<file path="src/rtl/conn_box_cfg_if.sv">
// Connection-box bus: track/logic-block datapath plus serial configuration port.
// Latency: n/a (signal bundle only).
// Backpressure: cfg_ready qualifies cfg_valid; datapath signals have no flow control.
interface conn_box_cfg_if #(
    parameter int TRACKS    = 5,
    parameter int NUM_LB    = 2,
    parameter int LB_INPUTS = 4
);
    logic [TRACKS-1:0]           track_in;
    logic [TRACKS-1:0]           track_out;
    logic [TRACKS-1:0]           track_oe;
    logic [NUM_LB-1:0]           lb_out;
    logic [NUM_LB*LB_INPUTS-1:0] lb_in;
    logic                        cfg_start;
    logic                        cfg_valid;
    logic                        cfg_bit;
    logic                        cfg_ready;
    logic                        cfg_busy;
    logic                        cfg_done;
    logic                        cfg_err;

    modport master (
        output track_in, lb_out, cfg_start, cfg_valid, cfg_bit,
        input  track_out, track_oe, lb_in, cfg_ready, cfg_busy, cfg_done, cfg_err
    );

    modport slave (
        input  track_in, lb_out, cfg_start, cfg_valid, cfg_bit,
        output track_out, track_oe, lb_in, cfg_ready, cfg_busy, cfg_done, cfg_err
    );
endinterface

</file>
<file path="src/rtl/conn_box_cfg.sv">
// Connection box: mux tracks onto logic-block inputs and drive tracks from lb outputs.
// Latency: datapath 0 cycles (REG_OUT=0) or 1 cycle (REG_OUT=1); commit 2 cycles after parity beat.
// Backpressure: cfg_ready high only in SHIFT/PAR; bits offered at other times are dropped.
module conn_box_cfg #(
    parameter int TRACKS    = 5,
    parameter int NUM_LB    = 2,
    parameter int LB_INPUTS = 4,
    parameter int REG_OUT   = 0
) (
    input logic          clk,
    input logic          reset,
    conn_box_cfg_if.slave bus
);
    localparam int SEL_W    = $clog2(TRACKS + 1);
    localparam int DRV_W    = $clog2(NUM_LB + 1);
    localparam int NUM_IN   = NUM_LB * LB_INPUTS;
    localparam int DRV_BASE = NUM_IN * SEL_W;
    localparam int CFG_BITS = DRV_BASE + TRACKS * DRV_W;
    localparam int CNT_W    = $clog2(CFG_BITS + 1);

    typedef enum logic [1:0] {IDLE, SHIFT, PAR, CHECK} state_t;

    state_t              state;
    logic [CFG_BITS-1:0] shadow;
    logic [CFG_BITS-1:0] active;
    logic [CNT_W-1:0]    cnt;
    logic                par;
    logic                ready;
    logic                busy;
    logic                done;
    logic                err;
    logic                range_ok;

    logic [NUM_IN-1:0]   lb_in_c;
    logic [TRACKS-1:0]   track_out_c;
    logic [TRACKS-1:0]   track_oe_c;

    // Field range check on the staged image; only meaningful during CHECK.
    always_comb begin
        range_ok = 1'b1;
        for (int j = 0; j < NUM_IN; j++)
            if (shadow[j*SEL_W +: SEL_W] > SEL_W'(TRACKS))
                range_ok = 1'b0;
        for (int t = 0; t < TRACKS; t++)
            if (shadow[DRV_BASE + t*DRV_W +: DRV_W] > DRV_W'(NUM_LB))
                range_ok = 1'b0;
    end

    always_ff @(posedge clk) begin
        if (reset) begin
            state  <= IDLE;
            shadow <= '0;
            active <= '0;
            cnt    <= '0;
            par    <= 1'b0;
            ready  <= 1'b0;
            busy   <= 1'b0;
            done   <= 1'b0;
            err    <= 1'b0;
        end else begin
            done <= 1'b0;
            // A start outside CHECK (re)opens the load and discards any bit offered with it.
            if (bus.cfg_start && state != CHECK) begin
                state  <= SHIFT;
                shadow <= '0;
                cnt    <= '0;
                par    <= 1'b0;
                err    <= 1'b0;
                ready  <= 1'b1;
                busy   <= 1'b1;
            end else begin
                case (state)
                    SHIFT: if (bus.cfg_valid) begin
                        shadow[cnt] <= bus.cfg_bit;
                        cnt         <= cnt + 1'b1;
                        par         <= par ^ bus.cfg_bit;
                        if (cnt == CNT_W'(CFG_BITS - 1))
                            state <= PAR;
                    end
                    PAR: if (bus.cfg_valid) begin
                        par   <= par ^ bus.cfg_bit;
                        ready <= 1'b0;
                        state <= CHECK;
                    end
                    CHECK: begin
                        state <= IDLE;
                        busy  <= 1'b0;
                        if (!par && range_ok) begin
                            active <= shadow;
                            done   <= 1'b1;
                        end else begin
                            err <= 1'b1;
                        end
                    end
                    default: state <= IDLE;
                endcase
            end
        end
    end

    assign bus.cfg_ready = ready;
    assign bus.cfg_busy  = busy;
    assign bus.cfg_done  = done;
    assign bus.cfg_err   = err;

    // Each output is a one-hot compare against the active selector, so a track is never double-driven.
    always_comb begin
        lb_in_c     = '0;
        track_out_c = '0;
        track_oe_c  = '0;
        for (int j = 0; j < NUM_IN; j++)
            for (int k = 1; k <= TRACKS; k++)
                if (active[j*SEL_W +: SEL_W] == SEL_W'(k))
                    lb_in_c[j] = bus.track_in[k-1];
        for (int t = 0; t < TRACKS; t++)
            for (int k = 1; k <= NUM_LB; k++)
                if (active[DRV_BASE + t*DRV_W +: DRV_W] == DRV_W'(k)) begin
                    track_oe_c[t]  = 1'b1;
                    track_out_c[t] = bus.lb_out[k-1];
                end
    end

    if (REG_OUT != 0) begin : g_reg
        always_ff @(posedge clk) begin
            if (reset) begin
                bus.lb_in     <= '0;
                bus.track_out <= '0;
                bus.track_oe  <= '0;
            end else begin
                bus.lb_in     <= lb_in_c;
                bus.track_out <= track_out_c;
                bus.track_oe  <= track_oe_c;
            end
        end
    end else begin : g_comb
        assign bus.lb_in     = lb_in_c;
        assign bus.track_out = track_out_c;
        assign bus.track_oe  = track_oe_c;
    end
endmodule
</file>
<file path="src/flat_wrapper.sv">
// flat-port wrapper written by rule: the top's interface ports become plain ports
module conn_box_cfg_flat 
#(
    parameter int TRACKS    = 5,
    parameter int NUM_LB    = 2,
    parameter int LB_INPUTS = 4,
    parameter int REG_OUT   = 0
)
  (clk, reset, bus_track_in, bus_lb_out, bus_cfg_start, bus_cfg_valid, bus_cfg_bit, bus_track_out, bus_track_oe, bus_lb_in, bus_cfg_ready, bus_cfg_busy, bus_cfg_done, bus_cfg_err);
  conn_box_cfg_if #(.TRACKS(TRACKS), .NUM_LB(NUM_LB), .LB_INPUTS(LB_INPUTS)) bus_i ();
  input logic clk;
  input logic reset;
  input wire logic [$bits(bus_i.track_in)-1:0] bus_track_in;
  input wire logic [$bits(bus_i.lb_out)-1:0] bus_lb_out;
  input wire logic [$bits(bus_i.cfg_start)-1:0] bus_cfg_start;
  input wire logic [$bits(bus_i.cfg_valid)-1:0] bus_cfg_valid;
  input wire logic [$bits(bus_i.cfg_bit)-1:0] bus_cfg_bit;
  output wire logic [$bits(bus_i.track_out)-1:0] bus_track_out;
  output wire logic [$bits(bus_i.track_oe)-1:0] bus_track_oe;
  output wire logic [$bits(bus_i.lb_in)-1:0] bus_lb_in;
  output wire logic [$bits(bus_i.cfg_ready)-1:0] bus_cfg_ready;
  output wire logic [$bits(bus_i.cfg_busy)-1:0] bus_cfg_busy;
  output wire logic [$bits(bus_i.cfg_done)-1:0] bus_cfg_done;
  output wire logic [$bits(bus_i.cfg_err)-1:0] bus_cfg_err;
  assign bus_i.track_in = bus_track_in;
  assign bus_i.lb_out = bus_lb_out;
  assign bus_i.cfg_start = bus_cfg_start;
  assign bus_i.cfg_valid = bus_cfg_valid;
  assign bus_i.cfg_bit = bus_cfg_bit;
  assign bus_track_out = bus_i.track_out;
  assign bus_track_oe = bus_i.track_oe;
  assign bus_lb_in = bus_i.lb_in;
  assign bus_cfg_ready = bus_i.cfg_ready;
  assign bus_cfg_busy = bus_i.cfg_busy;
  assign bus_cfg_done = bus_i.cfg_done;
  assign bus_cfg_err = bus_i.cfg_err;
  conn_box_cfg #(.TRACKS(TRACKS), .NUM_LB(NUM_LB), .LB_INPUTS(LB_INPUTS), .REG_OUT(REG_OUT)) u_core (.clk(clk), .reset(reset), .bus(bus_i));
endmodule
</file>
<file path="config.mk">
export PLATFORM = sky130hd
export DESIGN_NAME = conn_box_cfg_flat
export DESIGN_NICKNAME = d
export VERILOG_FILES = /design/src/rtl/conn_box_cfg_if.sv /design/src/rtl/conn_box_cfg.sv /design/src/flat_wrapper.sv
export SDC_FILE = /design/constraint.sdc
export NUM_CORES = 1
export LEC_CHECK = 0
export ABC_AREA = 1
export CAP_MARGIN = 20
export CORE_MARGIN = 2
export CORE_UTILIZATION = 32
export CTS_BUF_LIST = sky130_fd_sc_hd__clkbuf_4
export DETAILED_ROUTE_END_ITERATION = 6
export PLACE_DENSITY_LB_ADDON = 0.3
export SLEW_MARGIN = 20
export SYNTH_ARGS = -nofsm -noshare
export SYNTH_HDL_FRONTEND = slang
export SYNTH_SLANG_ARGS = --single-unit
</file>
<file path="constraint.sdc">
create_clock -name clk -period 1.6 [get_ports clk]
set_input_delay 0.24 -clock clk [delete_from_list [all_inputs] [get_ports clk]]
set_output_delay 0.24 -clock clk [all_outputs]
set_load 0.02 [all_outputs]
</file>
# Word-level counts from Yosys, hierarchy flattened

Cells that the tools add are included.

Bits in registers: 81
Input port bits: 12
Output and inout port bits: 22
Logic and storage cells: 195

$add $sub $neg: 1
$lt $le $gt $ge: 15
Equal/unequal tests: 61
Mux-type cells: 87
Bitwise operators: 4
Reductions and logical operators: 17

Operator list:

| operator                                                          | number |
|---|---|
| two-way mux 1 bit                                                 | 81 |
| equality test 3 x 2 -> 1 bit, second input constant               | 16 |
| equality test 3 bit, second input constant                        | 16 |
| bitwise mux 34 bit                                                | 1 |
| equality test 3 x 1 -> 1 bit, second input constant               | 8 |
| > comparator 3 bit, second input constant                         | 8 |
| equality test 2 bit, second input constant                        | 7 |
| equality test 2 x 1 -> 1 bit, second input constant               | 6 |
| > comparator 2 bit, second input constant                         | 5 |
| AND reduction 3 bit                                               | 3 |
| AND reduction 2 bit                                               | 4 |
| less-than comparator 6 x 7 -> 1 bit, second input constant        | 1 |
| adder 6 x 1 -> 6 bit, second input constant                       | 1 |
| demux 1 bit (select 6 bit)                                        | 1 |
| equality test 6 bit, second input constant                        | 1 |
| greater-or-equal comparator 6 x 1 -> 1 bit, second input constant | 1 |
| two-way mux 2 bit                                                 | 3 |
| != test 2 bit, second input constant                              | 3 |
| != test 3 x 2 -> 1 bit, second input constant                     | 2 |
| nonzero test 2 bit                                                | 3 |
| case mux 2 bit (2 select lines)                                   | 1 |
| OR reduction 2 bit                                                | 2 |
| logical AND 1 bit                                                 | 3 |
| != test 3 x 1 -> 1 bit, second input constant                     | 1 |
| other kinds (5)                                                   | 7 |

# Logic depth before layout (Yosys ltp)

Word-level depth: 17
Depth in mapped cells: 10
Depth with buffers taken out: 10

# Worst setup path before layout

No wires, ideal clock.

Path kind: reg2reg
From: register u_core.state[1]
To: register u_core.par
Setup time: 119 ps
Data arrival time: 1284 ps
Required time: 1481 ps
Setup slack: 197 ps
Stages on the path, launching flop included: 10
Buffers on the path: 2
Cells stage by stage: dfxtp_1 -> ha_1 -> buf_2 -> nor2_1 -> inv_1 -> nand2_1 -> buf_2 -> inv_2 -> o21ai_0 -> a21oi_1

Longest elaborated chain between the ends: 3

RTL lines:

| element                                                             | RTL line           | source |
|---|---|---|
| from (decl)                                                         | conn_box_cfg.sv:23 | `state_t state;` |
| from (signal assigned)                                              | conn_box_cfg.sv:51 | `state <= IDLE;` |
| from (signal assigned)                                              | conn_box_cfg.sv:64 | `state <= SHIFT;` |
| from (signal assigned)                                              | conn_box_cfg.sv:78 | `state <= PAR;` |
| equality test 2 x 1 -> 1 bit, or another cell as far along          | conn_box_cfg.sv:72 | `case (state)` |
| OR reduction 2 bit (no line) or logical AND 1 bit (tied branches)   | n/a                |  |
| AND reduction 2 bit (no line) or OR reduction 2 bit (tied branches) | n/a                |  |
| to (signal assigned)                                                | conn_box_cfg.sv:76 | `par <= par ^ bus.cfg_bit;` |
| to (signal assigned)                                                | conn_box_cfg.sv:81 | `par <= par ^ bus.cfg_bit;` |
| to (decl)                                                           | conn_box_cfg.sv:27 | `logic par;` |

Several ways; a longest one is shown, not always the timed one.
A chain may end at the register's enable or synchronous reset.

# Worst setup path after layout

From: register u_core.active[1]
To: output bus_lb_in[0]

Longest elaborated chain between the ends: 6

RTL lines:

| element                         | RTL line            | source |
|---|---|---|
| from (decl)                     | conn_box_cfg.sv:25  | `logic [CFG_BITS-1:0] active;` |
| from (signal assigned)          | conn_box_cfg.sv:89  | `active <= shadow;` |
| equality test 3 x 1 -> 1 bit    | conn_box_cfg.sv:113 | `if (active[j*SEL_W +: SEL_W] == SEL_W'(k))` |
| two-way mux 1 bit (4 in series) | conn_box_cfg.sv:113 |  |
| two-way mux 1 bit (*)           | conn_box_cfg.sv:113 |  |
| to (decl)                       | flat_wrapper.sv:20  | `output wire logic [$bits(bus_i.lb_in)-1:0] bus_lb_in;` |

Mark *: on every way between the ends. The rest lies on a longest branch, timed or not.

==> out/results.ini <==
[timing]
final_max_slew_viol_count = 0
slew_headroom_pct = 69.63
layout_setup_ws_ps = -49.76
finalCritPeriodShare_pct = 103.1
whs_ps = 470.2
finClkSkew_ps = 18.99
setup_viol = 5
rsz0062_at_grt = yes
fin_setup_tns_ps = -141.5
worst_pin_slew_ps = 455.5
hold_violations = 0
fmax_mhz = 606.1
final.min_clock_period_ps = 1650

[cts]
tritoncts = built
numClockSinks = 81
clock_latency_ps = 440
holdBufCountCts = 0
cts-root-buf = clkbuf_4
cts_buffer_depth = 2
clkSlewWorstSetupHoldPaths_ps = 130
htreeDepth = 3
numCtsBuffers = 9

[worst_setup_path]
critical_path.endpoint_type = output port
cp-start-kind = flip-flop
critPathSlowestCell = dfxtp_2
critPathKind = flip-flop to output port
crit_arrival_ps = 1410
crit_chain = inv_2, buf_6, o22ai_4, nand2_1, nand2_1, inv_1, buf_6
critical-path-max-stage-delay_ps = 360
path_max_fanout = 3
required_ps = 1360

[route]
drt_iter0_drc = 248
via_per_inst = 4.824
vias = 4240
drcViolationCount = 0
ant_nets = 0
wl_per_cell_um = 12.89
dr.pass1.iters = 6
routed_wl_mm = 11.33

[yosys]
ys_seq_area_share_pct = 38.16
syn-num-nets = 662
yosysWarnings = 0
synthesis.instances = 635
synth_area_per_cell_um2 = 6.691
synth_flop_cell = dfxtp_1
synth_commonest_cells = 101 x inv_1, 101 x nand2_1, 85 x a21oi_1
ys_seq_elements = 81
async_flop_share_pct = 0
synth_top_area_share_pct = 38.16
synth_edf_count = 0
synthTopCellsByArea = dfxtp_1 38%, a21oi_1 10%, inv_1 8.9%, nand2_1 8.9%, nand3_1 6.9%
yosysUniqueCellTypes = 28
yosysTopAreaCell = dfxtp_1
synth_area_mm2 = 0.004249

[layout]
nets = 725
diodes = 0
fin_util_pct = 42.30
drive_above_1_share_pct = 25.32
area_growth_syn_to_layout_pct = 30.27
final_area_mm2 = 0.005535

[floorplan]
die_x_um = 119.2
placeableCoreArea_mm2 = 0.01309
die_h_um = 119.2
rows = 42
die_area_mm2 = 0.01422
io_pins = 34
start_util_pct = 32.47

[place]
numPortBuffers = 33
dpl_cell_area_mm2 = 0.005015
dpl_worst_slack_ps = -580.1
dp.final_hpwl_mm = 7.679
globalplace.congestion = 0.8949

[global_route]
first_global_vias = 3864
grt_max_degree = 72
grt_pass1_wl_mm = 18.08
grt_remaining_overflow = 0
grt_use_total_pct = 15.55
antenna_found_initial = 0

[hold_path]
hold_class = flip-flop to flip-flop

[pwr]
peakVddDrop_v = 0.0002921
p_leak_nw = 2.140
power_density_mw_per_mm2 = 667.7

[run]
max_cap_viol_count = 0

[outcome]
outcome = finished, violations left
violations = setup timing

stage by stage:
| stage | instances | power, W |
|---|---|---|
| finish | 879 | 0.003696 |
| detailed placement | 854 | 0.002524 |
| global route | 879 | 0.003871 |
| floorplan | 635 | 0.002354 |
| global placement | 854 | 0.002514 |
| CTS | 875 | 0.003707 |
what timing repair did:
item                       in CTS  in global routing
hold endpoints to repair        0                  0
resized for setup             160                 65
cloned                          0                  2
buffers inserted                5                  2
pin swaps                      12                 18
setup endpoints to repair      22                 48
critical path, delay by kind of cell (launching register included):
family | cells | cell delay [ps]
AND/OR/NAND/NOR | 2 | 130
buffers and inverters | 4 | 320
flip-flops | 1 | 360
AO/OA/AOI/OAI | 1 | 140
path summary, 6_finish.rpt:
kind / start / endpoint / slack [ps] / cells after the start
max: u_core.active[1] / bus_lb_in[0] / -50 / 7
min: u_core.bus.cfg_err / u_core.bus.cfg_err / 470 / 2
max reg2reg: u_core.shadow[32] / u_core.active[30] / 90 / 10
min reg2reg: u_core.bus.cfg_err / u_core.bus.cfg_err / 470 / 2
area by class of cell:
cell class	instances	area [um2]
clock buffer	9	67.56
clock inverter	7	60.06
fill	1357	7550
inverter	106	400.4
multi-input combinational	417	2313
sequential	81	1672
tap	176	220.2
timing repair buffer	83	802.0
registers in the layout (all words and copies together), names as in the netlist:
register and cells:
u_core.bus.cfg_err 1, u_core.state 2, u_core.par 1, u_core.bus.cfg_done 1, u_core.active 34, u_core.cnt 6
u_core.bus.cfg_ready 1, u_core.bus.cfg_busy 1, u_core.shadow 34
routing by layer:
metal	up-vias	part of all wire, %	global-route usage [%]
met5	-	0	0
met4	0	1.8	6.696
met3	16	3.4	2.203
met1	1940	45	19.88
li1	2183	-	-
met2	101	50	26.11
cell usage in the layout (no fill, tap or decap), types with 5 or more instances in the layout:
master	count
nand2_1	95
inv_1	85
a21oi_1	80
nand3_1	58
nor2_1	55
dfxtp_1	51
buf_4	43
nor3_1	29
dfxtp_2	25
o21ai_0	22
inv_2	19
o21ai_1	17
buf_6	16
clkbuf_4	9
dlygate4sd2_1	9
nand2_2	8
ha_4	7
clkdlybuf4s50_1	6
a21oi_2	5
nor2_4	5
buf_12	5
dfxtp_4	5
report_power, final:
| part | internal (W) | switching (W) | leakage [nW] |
|---|---|---|---|
| Clock | 0.000462 | 0.000717 | 0.0726 |
| Sequential | 0.00204 | 0.0000289 | 0.671 |
| Combinational | 0.000189 | 0.000257 | 1.40 |
cell families after synthesis:
| logic type | synth area share, % |
|---|---|
| buffers and inverters | 12.78 |
| AOI/OAI and AO/OA | 17.87 |
| adders and majority gates | 4.417 |
| DFF | 38.16 |
| and+or+nand+nor | 26.77 |
Power figures use the tool's default switching activity.
